## config.mk

```make
export PLATFORM = sky130hd
export DESIGN_NAME = rua_mem_arbiter
export DESIGN_NICKNAME = d
export VERILOG_FILES = /design/src/rtl/rua_mem_pkg.sv /design/src/rtl/rua_rr_arb2.sv /design/src/rtl/rua_mem_arbiter.sv
export SDC_FILE = /design/constraint.sdc
export NUM_CORES = 1
export LEC_CHECK = 0
export CAP_MARGIN = 20
export CORE_AREA = 2 2 88 90
export DETAILED_ROUTE_END_ITERATION = 7
export DIE_AREA = 0 0 90 92
export HOLD_SLACK_MARGIN = 0.08
export PLACE_DENSITY = 0.72
export SLEW_MARGIN = 0
export SYNTH_ARGS = -nofsm -noshare
export SYNTH_HDL_FRONTEND = slang
export SYNTH_SLANG_ARGS = --single-unit
```

## constraint.sdc

```tcl
create_clock -name clk -period 1.85 [get_ports clk]
set_input_delay 0.37 -clock clk [delete_from_list [all_inputs] [get_ports clk]]
set_output_delay 0.37 -clock clk [all_outputs]
set_load 0.02 [all_outputs]
```

## src/rtl/rua_mem_pkg.sv

```systemverilog
// Shared definitions for the rua main-RAM arbiter: default widths, port ids
// and the request bundle presented to the RAM.
package rua_mem_pkg;

  localparam int AW_DEF = 16;
  localparam int DW_DEF = 32;
  localparam int SW_DEF = DW_DEF / 8;

  // Port identifiers, also the encoding of last_grant and the response owner
  localparam logic PORT_I = 1'b0;
  localparam logic PORT_D = 1'b1;

  typedef struct packed {
    logic [AW_DEF-1:0] addr;
    logic              we;
    logic [SW_DEF-1:0] wstrb;
    logic [DW_DEF-1:0] wdata;
  } mem_req_t;

  // The port that should win a conflict, given the previous winner
  function automatic logic other_port(input logic port);
    return ~port;
  endfunction

endpackage

```

## src/rtl/rua_rr_arb2.sv

```systemverilog
// Two-way round-robin grant with the last_grant history register.
// req/gnt bit PORT_I is fetch, bit PORT_D is load/store.
module rua_rr_arb2
  import rua_mem_pkg::*;
(
  input  logic       clk,
  input  logic       rst,
  input  logic [1:0] req,
  output logic [1:0] gnt,
  output logic       last_grant
);

  logic       last_grant_r;
  logic [1:0] gnt_s;

  // Pick the winner; on conflict the port that did not win last time goes
  always_comb begin
    gnt_s = 2'b00;
    if (!rst) begin
      gnt_s = 2'b00;
    end else begin
      case (req)
        2'b01:   gnt_s = 2'b01;
        2'b10:   gnt_s = 2'b10;
        2'b11:   gnt_s = (other_port(last_grant_r) == PORT_D) ? 2'b10 : 2'b01;
        default: gnt_s = 2'b00;
      endcase
    end
  end

  // Remember the winner of every grant; reset makes fetch win the first conflict
  always_ff @(posedge clk or negedge rst) begin
    if (!rst) begin
      last_grant_r <= PORT_D;
    end else if (gnt_s != 2'b00) begin
      last_grant_r <= gnt_s[PORT_D];
    end else begin
      last_grant_r <= last_grant_r;
    end
  end

  assign gnt        = gnt_s;
  assign last_grant = last_grant_r;

endmodule

```

## src/rtl/rua_mem_arbiter.sv

```systemverilog
// Shares the single-port rua main RAM between instruction fetch and
// load/store. One access per cycle, round-robin on conflict, and the
// one-cycle-latency read data is steered back to the issuing port.
module rua_mem_arbiter
  import rua_mem_pkg::*;
#(
  parameter int AW = AW_DEF,
  parameter int DW = DW_DEF
) (
  input  logic            clk,
  input  logic            rst,
  input  logic            i_req_valid,
  output logic            i_req_ready,
  input  logic [AW-1:0]   i_req_addr,
  output logic            i_rsp_valid,
  output logic [DW-1:0]   i_rsp_data,
  input  logic            d_req_valid,
  output logic            d_req_ready,
  input  logic [AW-1:0]   d_req_addr,
  input  logic            d_req_we,
  input  logic [DW/8-1:0] d_req_wstrb,
  input  logic [DW-1:0]   d_req_wdata,
  output logic            d_rsp_valid,
  output logic [DW-1:0]   d_rsp_data,
  output logic            mem_en,
  output logic [DW/8-1:0] mem_we,
  output logic [AW-1:0]   mem_addr,
  output logic [DW-1:0]   mem_wdata,
  input  logic [DW-1:0]   mem_rdata
);

  logic [1:0] gnt_s;
  logic       last_grant_s;
  logic       accept_s;
  mem_req_t   win_req_s;

  logic       pend_r;
  logic       owner_r;
  logic       is_wr_r;

  rua_rr_arb2 u_arb (
    .clk        (clk),
    .rst        (rst),
    .req        ({d_req_valid, i_req_valid}),
    .gnt        (gnt_s),
    .last_grant (last_grant_s)
  );

  // Grants only ever go to a valid requester, so a grant is an acceptance
  assign i_req_ready = gnt_s[PORT_I];
  assign d_req_ready = gnt_s[PORT_D];
  assign accept_s    = (i_req_valid & i_req_ready) | (d_req_valid & d_req_ready);

  // Build the RAM request from whichever port won this cycle
  always_comb begin
    win_req_s = '{addr: {AW{1'b0}}, we: 1'b0, wstrb: {(DW/8){1'b0}}, wdata: d_req_wdata};
    if (gnt_s[PORT_D]) begin
      win_req_s.addr  = d_req_addr;
      win_req_s.we    = d_req_we;
      win_req_s.wstrb = d_req_we ? d_req_wstrb : {(DW/8){1'b0}};
    end else begin
      win_req_s.addr  = i_req_addr;
      win_req_s.we    = 1'b0;
      win_req_s.wstrb = {(DW/8){1'b0}};
    end
  end

  assign mem_en    = accept_s;
  assign mem_addr  = win_req_s.addr;
  assign mem_we    = win_req_s.wstrb;
  assign mem_wdata = win_req_s.wdata;

  // Track who owns the RAM data coming back next cycle; reset drops it
  always_ff @(posedge clk or negedge rst) begin
    if (!rst) begin
      pend_r  <= 1'b0;
      owner_r <= PORT_I;
      is_wr_r <= 1'b0;
    end else if (accept_s) begin
      pend_r  <= 1'b1;
      owner_r <= gnt_s[PORT_D];
      is_wr_r <= gnt_s[PORT_D] & d_req_we;
    end else begin
      pend_r  <= 1'b0;
      owner_r <= owner_r;
      is_wr_r <= is_wr_r;
    end
  end

  // Steer RAM read data to the owning port; a store acknowledge carries zero
  always_comb begin
    i_rsp_valid = 1'b0;
    i_rsp_data  = {DW{1'b0}};
    d_rsp_valid = 1'b0;
    d_rsp_data  = {DW{1'b0}};
    if (pend_r) begin
      if (owner_r == PORT_I) begin
        i_rsp_valid = 1'b1;
        i_rsp_data  = mem_rdata;
      end else begin
        d_rsp_valid = 1'b1;
        d_rsp_data  = is_wr_r ? {DW{1'b0}} : mem_rdata;
      end
    end else begin
      i_rsp_valid = 1'b0;
      d_rsp_valid = 1'b0;
    end
  end

endmodule

```

# Yosys cells after proc, flatten, opt, wreduce, memory -nomap -nowiden
# Index checks and enable logic that the tools add are counted.
[totals] regBits=4 in_bits=105 elab_cells=27
[classes] eq_ne=3 muxes=15 bitwise_logic=4 n_reduce_logical=1
[op_table] operator="32-bit two-way mux" count=5
[op_table] operator="21-bit two-way mux" count=1
[op_table] operator="2-bit one-hot mux with 3 select lines" count=1
[op_table] operator="1-bit two-way mux" count=5
[op_table] operator="2-bit equality test (second input constant)" count=2
[op_table] operator="2-bit two-way mux" count=2
[op_table] operator="4-bit two-way mux" count=1
[op_table] operator="1-bit AND" count=3
[op_table] operator="2-bit by 1-bit equality test with 1-bit output (second input constant)" count=1
[op_table] operator="2-bit nonzero test" count=1
[op_table] operator="1-bit bitwise OR" count=1

# Longest topological paths before layout
# Gate-level depths: netlist (run 1).
[depth] depth_word=6 ltp_mapped=5 depth_no_buf=4

# By module
# From an unflattened synthesis (run 1), not the netlist that was laid out.
[unflattened] hier_cells=146 hier_area_um2=1147.4
[by_module_without_submodules] module="rua_mem_arbiter" n_inst=1 cells_each=138 area_per_inst_um2=1084.8 seq_area_each_um2=75.1
[by_module_without_submodules] module="rua_rr_arb2" n_inst=1 cells_each=8 area_per_inst_um2=62.6 seq_area_each_um2=26.3

# Least setup slack after synthesis (run 1)
# Ideal clock, no wire load.
[synth_timing] path_type="register -> output" start="register owner_r" end="output port d_rsp_data[0]" t_arrival_ns=1.259 t_required_ns=1.480 slack_ns=0.221 path_stages_with_launch=5 path_cell_list="dfrtp_1 -> and2_1 -> and2b_1 -> clkbuf_1 -> and2_1"
[synth_between] elab_chain_len=2
[synth_lines] element="from (decl)" line_no="rua_mem_arbiter.sv:38" source="logic owner_r;"
[synth_lines] element="from (signal assigned)" line_no="rua_mem_arbiter.sv:81" source="owner_r <= gnt_s[PORT_D];"
[synth_lines] element="from (signal assigned)" line_no="rua_mem_arbiter.sv:85" source="owner_r <= owner_r;"
[synth_lines] element="32-bit two-way mux" line_no="rua_mem_arbiter.sv:97" source="if (owner_r == PORT_I) begin"
[synth_lines] element="32-bit two-way mux" line_no="rua_mem_arbiter.sv:96" source="if (pend_r) begin"
[synth_lines] element="to (decl)" line_no="rua_mem_arbiter.sv:24" source="output logic [DW-1:0] d_rsp_data,"
# Every way passes these cells.

# Worst setup path in the final report (run 1)
[layout_timing] start="register owner_r" end="output port d_rsp_data[5]"
# Same word-level chain as after synthesis.

==> impl_metrics.sql, run 1 <==
INSERT INTO impl_metrics (metric_group, metric, value, unit) VALUES
('timing', 'final-hold-violation-count', '0', ''),
('synthesis', 'synth.cell_area', '1134', 'sq um'),
('drt', 'drt_first_pass_iters', '4', ''),
('worst_hold_path', 'min-delay-path-class', 'input pin to asynchronous set/reset pin', ''),
('timing', 'tns', '-906.4', 'ps'),
('drt', 'drt_first_iter_violations', '26', ''),
('critical_path', 'worstSetupEndpointType', 'primary output', ''),
('timing', 'hold_ws', '188.4', 'ps'),
('floorplanning', 'fp.dieH', '92', 'um'),
('synthesis', 'syn-instance-count', '146', ''),
('cts', 'clock-root-buffer', 'clkbuf_8', ''),
('synthesis', 'syn_nets', '251', ''),
('critical_path', 'crit_required', '1480', 'ps'),
('cts', 'maximum_buffer_depth_of_the_clock_tree', '2', ''),
('floorplanning', 'core-area', '7447', 'sq um'),
('synthesis', 'seq_cells_post_synth', '4', ''),
('final_layout', 'antenna_cells', '0', ''),
('timing', 'tightestPinTransition', '227.5', 'ps'),
('power_and_ir_drop', 'irDropWorstVdd', '0.0002507', 'V'),
('timing', 'unrepaired_setup_endpoints_after_global_routing', 'yes', ''),
('final_layout', 'finalNetCount', '406', ''),
('synthesis', 'synth_largest_type_area_fraction', '34.77', '%'),
('floorplanning', 'floorplan.initialDensity', '15.22', '%'),
('critical_path', 'crit_fanout', '6', ''),
('critical_path', 'timing.critical_path.from_type', 'flop', ''),
('synthesis', 'synth_cell_types', '20', ''),
('global_route', 'number_of_global_route_vias_before_repair', '1499', ''),
('critical_path', 'crit_type', 'flop to primary output', ''),
('drt', 'detail_route.wirelength.met1', '2062', 'um'),
('run_status', 'outcome', 'finished with violations', ''),
('cts', 'cts_tree', 'done', ''),
('synthesis', 'post-synth-top-area-cell', 'and2_1', ''),
('drt', 'met3_length', '467', 'um'),
('timing', 'fin_skew', '2.461', 'ps'),
('synthesis', 'synth.yosys.warnings', '0', ''),
('drt', 'wl_met2', '2808', 'um'),
('final_layout', 'layout-drive-gt1-share', '58.67', '%'),
('cts', 'tritoncts.num_buffers', '3', ''),
('drt', 'route.detailed.drc', '0', ''),
('critical_path', 'cp-startpoint', 'owner_r$_DFFE_PN0P_', ''),
('place', 'detailed_place_hpwl', '4203', 'um'),
('timing', 'maxSlewHeadroom', '84.89', '%'),
('synthesis', 'synth_seq_area_share', '8.940', '%'),
('timing', 'fin_crit_sh', '102.2', '%'),
('synthesis', 'top_cells_by_area_in_the_synthesized_netlist', 'and2_1 35%, buf_4 21%, mux2_4 13%', ''),
('power_and_ir_drop', 'power.leakage', '1.479', 'nW'),
('cts', 'cts.clk_slew.worst_paths', '30', 'ps'),
('global_route', 'first_pass_grt_wire_length', '7452', 'um'),
('synthesis', 'yosys_most_used_dff', 'dfrtp_1', ''),
('floorplanning', 'die_area', '8280', 'sq um'),
('timing', 'setup_violations_final', '43', ''),
('drt', 'route.vias.total', '1534', ''),
('global_route', 'gr_usage_total', '10.95', '%'),
('timing', 'final_count_of_pins_violating_max_slew', '0', ''),
('place', 'final_weighted_congestion_of_routability_driven_global_placement', '0.7211', ''),
('global_route', 'grt_max_degree', '22', ''),
('floorplanning', 'ios', '226', ''),
('synthesis', 'yosysMostFrequentCell', 'and2_1', ''),
('synthesis', 'count_of_flip_flops_with_a_built_in_enable_after_synthesis', '0', ''),
('drt', 'wl_per_cell', '13.43', 'um'),
('synthesis', 'netlist_top_cells_count', '63 x and2_1, 32 x buf_4, 10 x mux2_4, 6 x clkbuf_1, 6 x mux2_2', ''),
('drt', 'maxUsedRoutingLayer', 'met4', ''),
('run_status', 'failing_checks', 'negative setup slack', ''),
('cts', 'clkLatencyLatePin', '220', 'ps'),
('critical_path', 'timing.rr.start', 'u_arb.last_grant$_DFFE_PN1P_', ''),
('timing', 'post-route-min-period', '1891', 'ps'),
('synthesis', 'post_synth.cell_area_avg', '7.764', 'sq um'),
('power_and_ir_drop', 'post-layout-total-power', '1.224', 'mW'),
('timing', 'timing.final.ws_setup', '-40.68', 'ps'),
('critical_path', 'data_arrival_time_at_the_worst_slack_endpoint', '1520', 'ps'),
('power_and_ir_drop', 'power_density', '413.7', 'nW/um^2');
[cell usage in the layout, fill, tap and decap left out, drive strengths merged, types with 2 or more instances in the layout]
cell           count
dlygate4sd2        3
buf               81
nor2b              2
and3               4
and2b              2
clkbuf            39
mux2              16
clkdlybuf4s15      2
nand2              4
nor2               3
clkdlybuf4s50     69
inv                2
and2              63
dfrtp              3
a21oi              2
[through the flow]
stage	utilization, %	area [sq um]	std cells
final	39.73	2959	402
after global routing	39.73	2959	402
after CTS	36.76	2738	398
after detailed placement	36.78	2739	387
after global placement	36.78	2739	387
after floorplan	-	1134	146
[cell type report]
cell class / instances / area [sq um]
inverters: 2 / 7.507
clock buffers: 4 / 45.04
repair buffers: 190 / 1814
multi-input cells: 100 / 863.3
fillers: 765 / 4488
flip-flops and latches: 4 / 101.3
well taps: 102 / 127.6
[power by group]
group	total (mW)	internal [mW]	switching, mW
Combinational	0.911	0.538	0.373
Sequential	0.115	0.104	0.0114
Clock	0.198	0.148	0.0504
Total	1.22	0.790	0.434
[sequential cells by signal (all words and copies together), names as in the netlist]
signal            cells
is_wr_r               1
owner_r               1
pend_r                1
u_arb.last_grant      1
[layer usage]
layer / vias up / global-route usage [%]
li1: 738 / -
met1: 678 / 11.86
met2: 109 / 20.74
met3: 9 / 3.780
met4: 0 / 1.923
met5: - / 0
[worst max-delay path, stage by stage (launching register included)]
cell,delay [ps]
dfrtp_1,410
buf_6,130
and2_4,130
and2b_4,210
buf_12,150
and2_4,160
buf_6,120
[cells by family (layout without fill, tap and decap cells)]
family / after synthesis / after routing / synth area share, %
and+or+nand+nor: 79 / 79 / 42.38
buffers and inverters: 42 / 196 / 26.60
muxes: 16 / 16 / 19.20
AOI/OAI and AO/OA: 5 / 5 / 2.870
DFF: 4 / 4 / 8.941
[path summary, 6_finish.rpt]
kind	to	slack [ps]	cells past startpoint
setup / recovery	d_rsp_data[5]	-40	6
hold / removal	pend_r$_DFF_PN0_	190	2
setup reg to reg	is_wr_r$_DFFE_PN0P_	370	5
hold reg to reg	is_wr_r$_DFFE_PN0P_	650	2
max in group asynchronous	u_arb.last_grant$_DFFE_PN1P_	1460	2
min in group clk	u_arb.last_grant$_DFFE_PN1P_	500	3
[repair_timing]
| item | in CTS | in global routing |
|---|---|---|
| pin swaps | 1 | 27 |
| endpoints found under the setup margin | 89 | 84 |
| gates cloned | 2 | 4 |
| setup buffers | 5 | 2 |
| resized for setup | 307 | 170 |
No activity file was read; power rests on OpenSTA's default activity.
==> inputs of run 2 (changes only) <==
MAX_ROUTING_LAYER = met4   (was unset)
==> run 2 against run 1 <==
  * The run still ends with negative setup slack left
  * Count of clock-buffer cells in the layout is the same
  * Power is essentially flat
  * Via count is essentially flat
  * Core utilization is the same
  * First-iteration DRC count shrank 3.8%
  * Worst setup slack is essentially flat
  * Final cell count is the same
  * Maximum frequency is essentially flat
  * Clock skew is essentially flat
  * Combinational power is essentially flat
  * Sequential cell count is the same
  * Critical endpoint unchanged
==> impl_metrics.sql, run 2 (same netlist as run 1, synthesis figures left out) <==
INSERT INTO impl_metrics (metric_group, metric, value, unit) VALUES
('power_and_ir_drop', 'netSwitchingPower', '0.4343', 'mW'),
('cts', 'cts_sinks', '4', ''),
('power_and_ir_drop', 'portion_of_total_power_attributed_to_combinational_logic', '74.4', '%'),
('global_route', 'grt_max_degree', '22', ''),
('timing', 'highest_clock_rate', '528.9', 'MHz'),
('final_layout', 'layout-area-overhead-vs-synth', '161.0', '%'),
('timing', 'fin_crit_sh', '102.2', '%'),
('final_layout', 'fin_util', '39.73', '%'),
('run_status', 'failing_checks', 'negative setup slack', ''),
('floorplanning', 'fp.dieH', '92', 'um'),
('floorplanning', 'floorplan.initialDensity', '15.22', '%'),
('timing', 'hold_ws', '187.9', 'ps'),
('cts', 'cts.clk_slew.worst_paths', '30', 'ps'),
('timing', 'tightestPinTransition', '227.5', 'ps'),
('final_layout', 'layout.cells.most_common', 'clkdlybuf4s50_1', ''),
('cts', 'cts_tree', 'done', ''),
('cts', 'cts_hold_repair.buffers', '0', ''),
('final_layout', 'layout.filler_cells', '765', ''),
('critical_path', 'crit-reg2reg-capture', 'is_wr_r$_DFFE_PN0P_', ''),
('cts', 'clock-root-buffer', 'clkbuf_8', ''),
('cts', 'clkLatencyLatePin', '220', 'ps'),
('global_route', 'number_of_antenna_violations_at_the_first_check_in_global_routing', '0', ''),
('timing', 'tns', '-899.0', 'ps'),
('timing', 'final-hold-violation-count', '0', ''),
('final_layout', 'antenna_cells', '0', ''),
('final_layout', 'instances_no_fill', '402', ''),
('drt', 'drt_first_iter_violations', '25', ''),
('power_and_ir_drop', 'irDropWorstVdd', '0.0002508', 'V'),
('critical_path', 'reg2reg_slack', '370', 'ps'),
('run_status', 'outcome', 'finished with violations', ''),
('critical_path', 'crit_type', 'flop to primary output', ''),
('final_layout', 'layout-drive-gt1-share', '58.67', '%'),
('global_route', 'number_of_global_route_vias_before_repair', '1499', ''),
('drt', 'detail_route.wirelength', '5392', 'um'),
('drt', 'wl_per_cell', '13.41', 'um'),
('timing', 'post-route-min-period', '1891', 'ps'),
('power_and_ir_drop', 'power.share.sequential', '9.4', '%'),
('cts', 'maximum_buffer_depth_of_the_clock_tree', '2', ''),
('cts', 'tritoncts.num_buffers', '3', ''),
('critical_path', 'data_arrival_time_at_the_worst_slack_endpoint', '1520', 'ps'),
('power_and_ir_drop', 'internal-power', '0.7898', 'mW'),
('floorplanning', 'die_area', '8280', 'sq um'),
('global_route', 'globalRouteOverflowTotal', '0', ''),
('floorplanning', 'die_width', '90', 'um'),
('drt', 'ant_nets', '0', ''),
('critical_path', 'timing.critical_path.from_type', 'flop', ''),
('drt', 'drt_first_pass_iters', '4', ''),
('place', 'detailed_place_hpwl', '4203', 'um'),
('power_and_ir_drop', 'clock_power_share', '16.2', '%'),
('timing', 'setup_violations_final', '43', ''),
('critical_path', 'worst-r2r-cell-count', '5', ''),
('power_and_ir_drop', 'power.leakage', '1.479', 'nW'),
('final_layout', 'final_cell_mix', '69 x clkdlybuf4s50_1, 57 x buf_6, 33 x clkbuf_2, 32 x and2_4, 31 x and2_1', ''),
('run', 'drv.max_cap_violation_count', '0', ''),
('floorplanning', 'ios', '226', ''),
('critical_path', 'timing.rr.start', 'u_arb.last_grant$_DFFE_PN1P_', ''),
('place', 'io_buffer_count', '161', ''),
('critical_path', 'crit_fanout', '6', ''),
('timing', 'maxSlewHeadroom', '84.89', '%'),
('global_route', 'gr_usage_total', '11.25', '%'),
('drt', 'post_drt_via_cell_ratio', '3.813', ''),
('place', 'final_weighted_congestion_of_routability_driven_global_placement', '0.7296', ''),
('global_route', 'first_pass_grt_wire_length', '7445', 'um'),
('timing', 'fin_skew', '2.403', 'ps'),
('critical_path', 'worstSetupEndpointType', 'primary output', ''),
('power_and_ir_drop', 'power_density', '413.7', 'nW/um^2'),
('timing', 'unrepaired_setup_endpoints_after_global_routing', 'yes', ''),
('drt', 'route.vias.total', '1533', ''),
('worst_hold_path', 'min-delay-path-class', 'input pin to asynchronous set/reset pin', ''),
('cts', 'cts-htree-levels', '1', ''),
('timing', 'final_count_of_pins_violating_max_slew', '0', ''),
('power_and_ir_drop', 'post-layout-total-power', '1.224', 'mW'),
('drt', 'route.detailed.drc', '0', ''),
('place', 'placed_cells_incl_taps', '387', ''),
('critical_path', 'crit_required', '1480', 'ps'),
('power_and_ir_drop', 'power.switching_fraction', '35.48', '%'),
('timing', 'timing.final.ws_setup', '-40.81', 'ps'),
('floorplanning', 'core-area', '7447', 'sq um'),
('floorplanning', 'core.rowCount', '32', ''),
('final_layout', 'finalNetCount', '406', '');
## run 2: cell counts in the layout (fill, tap and decap cells not counted)
Identical to the previous run, type by type.
## run 2: worst max-delay path by stage
| stage | from | end | slack [ps] | cells after the start |
|---|---|---|---|---|
| after global placement | d_req_valid | mem_we[0] | -660 | 7 |
| after detailed placement | rst | mem_we[3] | -700 | 7 |
| after CTS | owner_r$_DFFE_PN0P_ | d_rsp_data[31] | -170 | 6 |
| final | owner_r$_DFFE_PN0P_ | d_rsp_data[5] | -40 | 6 |
| after floorplan | owner_r$_DFFE_PN0P_ | d_rsp_data[0] | 220 | 4 |
| after global routing | owner_r$_DFFE_PN0P_ | d_rsp_data[7] | -110 | 6 |
## run 2: power groups by stage
stage / Sequential [mW] / Clock (mW) / Combinational (mW)
floorplan: 0.113 / 0 / 0.431
global placement: 0.117 / 0 / 0.783
detailed placement: 0.118 / 0 / 0.793
CTS: 0.115 / 0.204 / 0.797
global route: 0.118 / 0.213 / 0.960
finish: 0.115 / 0.198 / 0.911
## run 2: through the flow
step / instance area (sq um) / setup WS (ps)
5_1_grt: 2959 / -114.1
6_report: 2959 / -40.81
2_1_floorplan: 1134 / 220.6
3_3_place_gp: 2739 / -656.3
4_1_cts: 2738 / -168.2
3_5_place_dp: 2739 / -696.1
## run 2: cell type report
type	instances	area, sq um	area share, %
Clock buffer	4	45.04	1.522
Inverter	2	7.507	0.2537
Multi-Input combinational cell	100	863.3	29.18
Sequential cell	4	101.3	3.425
Tap cell	102	127.6	4.313
Timing Repair Buffer	190	1814	61.31
## run 2: per-layer routing
metal	part of all wire, %	wire length (um)	vias to the layer above	GRT usage [%]
li1	-	-	738	-
met4	1.1	59	0	1.923
met5	0	0	-	-
met3	8.4	455	9	3.533
met2	52	2807	109	20.74
met1	38	2069	677	12.01
## run 2: what timing repair did
action | 4_1_cts | 5_1_grt
cloned | 2 | 4
endpoints found under the setup margin | 89 | 84
pin swaps | 1 | 27
gates resized for setup | 307 | 170
setup buffers | 5 | 2
## run 2: worst max-delay path: stages (launching register included)
cell	delay, ps
dfrtp_1	410
buf_6	130
and2_4	130
and2b_4	210
buf_12	150
and2_4	160
buf_6	120
==> inputs of run 3 (changes only) <==
clock period = 1.9 ns   (was 1.85 ns; I/O delays follow)
==> run 3 against run 2 <==
  * The flow still finishes with violations (negative setup slack)
  * Sequential cell count did not move
  * Via count fell by 0.26%
  * Count of clock-buffer cells in the layout did not move
  * Critical path depth did not move
  * Sequential power fell by 3%
  * Worst setup slack got worse by 2.3 ps
  * Final area fell by 6.5%
  * Core utilization fell by 2.6 points
  * Die area did not move
  * Worst hold slack improved by 6.5 ps
==> impl_metrics.sql, run 3 (same netlist as run 1, synthesis figures left out) <==
INSERT INTO impl_metrics (metric_group, metric, value, unit) VALUES
('run_status', 'outcome', 'finished with violations', ''),
('run_status', 'failing_checks', 'negative setup slack', ''),
('cts', 'tritoncts.num_buffers', '3', ''),
('place', 'placed_cells_incl_taps', '387', ''),
('cts', 'clkLatencyLatePin', '220', 'ps'),
('floorplanning', 'ios', '226', ''),
('floorplanning', 'floorplan.initialDensity', '15.22', '%'),
('final_layout', 'layout-area-overhead-vs-synth', '144.0', '%'),
('floorplanning', 'core-area', '7447', 'sq um'),
('timing', 'setup_violations_final', '16', ''),
('worst_hold_path', 'min-delay-path-class', 'input pin to asynchronous set/reset pin', ''),
('timing', 'post-route-min-period', '1943', 'ps'),
('floorplanning', 'fp.dieH', '92', 'um'),
('critical_path', 'crit-reg2reg-capture', 'is_wr_r$_DFFE_PN0P_', ''),
('timing', 'unrepaired_setup_endpoints_after_global_routing', 'yes', ''),
('global_route', 'grt_max_degree', '22', ''),
('floorplanning', 'core.rowCount', '32', ''),
('timing', 'tightestPinTransition', '239.6', 'ps'),
('final_layout', 'instances_no_fill', '401', ''),
('critical_path', 'cp-startpoint', 'owner_r$_DFFE_PN0P_', ''),
('global_route', 'globalRouteOverflowTotal', '0', ''),
('critical_path', 'cpMaxStageDelayCell', 'dfrtp_1', ''),
('power_and_ir_drop', 'power_density', '407.7', 'nW/um^2'),
('place', 'detailed_place_hpwl', '4182', 'um'),
('final_layout', 'finalNetCount', '405', ''),
('timing', 'timing.final.ws_setup', '-43.08', 'ps'),
('global_route', 'first_pass_grt_wire_length', '7500', 'um'),
('timing', 'maxSlewHeadroom', '84.09', '%'),
('global_route', 'number_of_antenna_violations_at_the_first_check_in_global_routing', '0', ''),
('drt', 'route.detailed.drc', '0', ''),
('drt', 'post_drt_via_cell_ratio', '3.813', ''),
('drt', 'detail_route.wirelength', '5301', 'um'),
('place', 'io_buffer_count', '161', ''),
('critical_path', 'data_arrival_time_at_the_worst_slack_endpoint', '1560', 'ps'),
('timing', 'final-hold-violation-count', '0', ''),
('place', 'placed_area', '2739', 'sq um'),
('floorplanning', 'die_area', '8280', 'sq um'),
('final_layout', 'post-route-cell-area', '2766', 'sq um'),
('cts', 'cts_tree', 'done', ''),
('timing', 'fin_crit_sh', '102.3', '%'),
('timing', 'final_count_of_pins_violating_max_slew', '0', ''),
('timing', 'tns', '-339.5', 'ps'),
('critical_path', 'worstSetupEndpointType', 'primary output', ''),
('run', 'drv.max_cap_violation_count', '0', ''),
('timing', 'hold_ws', '194.4', 'ps'),
('critical_path', 'crit_required', '1520', 'ps'),
('final_layout', 'layout.filler_cells', '798', ''),
('global_route', 'number_of_global_route_vias_before_repair', '1543', ''),
('critical_path', 'crit_type', 'flop to primary output', ''),
('final_layout', 'fin_util', '37.15', '%'),
('cts', 'cts_hold_repair.buffers', '0', ''),
('place', 'final_weighted_congestion_of_routability_driven_global_placement', '0.7277', ''),
('cts', 'clock-root-buffer', 'clkbuf_8', ''),
('critical_path', 'cp_slowest_stage_delay', '400', 'ps'),
('critical_path', 'critical_path.cell_chain', 'buf_6 > and2_4 > and2b_4 > clkbuf_16 > and2_1 > buf_2', ''),
('critical_path', 'crit_fanout', '10', ''),
('final_layout', 'layout.cells.most_common', 'clkdlybuf4s50_1', ''),
('cts', 'cts.clk_slew.worst_paths', '30', 'ps'),
('power_and_ir_drop', 'power.leakage', '1.430', 'nW'),
('drt', 'drt_first_iter_violations', '19', ''),
('cts', 'maximum_buffer_depth_of_the_clock_tree', '2', ''),
('cts', 'cts-htree-levels', '1', ''),
('final_layout', 'antenna_cells', '0', ''),
('critical_path', 'reg2reg_slack', '430', 'ps'),
('power_and_ir_drop', 'irDropWorstVdd', '0.0002417', 'V'),
('timing', 'highest_clock_rate', '514.6', 'MHz'),
('drt', 'route.vias.total', '1529', ''),
('final_layout', 'layout-drive-gt1-share', '50.17', '%'),
('floorplanning', 'die_width', '90', 'um'),
('drt', 'drt_first_pass_iters', '4', ''),
('critical_path', 'worst-r2r-cell-count', '5', ''),
('cts', 'cts_sinks', '4', ''),
('timing', 'fin_skew', '2.218', 'ps'),
('critical_path', 'endpoint', 'd_rsp_data[2]', ''),
('critical_path', 'timing.critical_path.from_type', 'flop', ''),
('critical_path', 'timing.rr.start', 'u_arb.last_grant$_DFFE_PN1P_', ''),
('drt', 'ant_nets', '0', ''),
('global_route', 'gr_usage_total', '11.27', '%'),
('final_layout', 'final_cell_mix', '69 x clkdlybuf4s50_1, 51 x and2_1, 32 x buf_6, 31 x clkbuf_2, 23 x buf_2', ''),
('drt', 'wl_per_cell', '13.22', 'um');
run 3: changes by cell type in the layout (fill, tap and decap cells not counted), sizes merged:
cell,change
dlygate4sd2,+1
buf,-2
clkbuf,-2
clkdlybuf4s15,+2
run 3: worst min path at each step:
stage	start	to	slack, ps	cells past startpoint
after floorplan	rst	is_wr_r$_DFFE_PN0P_	80	0
after global placement	u_arb.last_grant$_DFFE_PN1P_	u_arb.last_grant$_DFFE_PN1P_	490	2
after detailed placement	u_arb.last_grant$_DFFE_PN1P_	u_arb.last_grant$_DFFE_PN1P_	500	2
after CTS	rst	pend_r$_DFF_PN0_	190	2
after global routing	rst	pend_r$_DFF_PN0_	210	2
final	rst	pend_r$_DFF_PN0_	190	2
run 3: layer usage:
metal	share of wire, %	global-route usage [%]	up-vias	routed length, um
li1	-	-	740	-
met1	39	11.91	679	2060
met2	52	20.93	106	2755
met3	9.0	3.533	4	476
met4	0.17	1.923	0	9
met5	0	-	-	0
run 3: stage by stage:
stage               power (mW)  setup slack [ps]
floorplan               0.5298             260.6
global placement        0.8766            -626.4
detailed placement      0.8855            -663.1
CTS                      1.084            -129.8
global route             1.196            -129.2
finish                   1.128            -43.08
run 3: final cells by class:
class,instances,area (sq um),share of cell area (%)
sequential,4,101.3,3.663
tap,102,127.6,4.613
timing repair buffer,189,1679,60.70
multi-input combinational,100,803.3,29.04
inverter,2,10.01,0.3618
clock buffer,4,45.04,1.628
run 3: timing repair:
item	in CTS	in global routing
gates resized for setup	303	107
endpoints found under the setup margin	89	78
gates cloned	2	3
buffers inserted	5	2
pin swaps	1	2
run 3: where the power goes:
group | switching [mW] | internal [mW] | total [mW]
logic | 0.350 | 0.475 | 0.825
registers | 0.00995 | 0.101 | 0.111
clock network | 0.0484 | 0.144 | 0.192
run 3: worst max-delay path, delay by kind of cell, from the launching register on:
| kind | cells | cell delay (ps) |
|---|---|---|
| buffers and inverters | 3 | 460 |
| and+or+nand+nor | 3 | 490 |
| DFF | 1 | 400 |
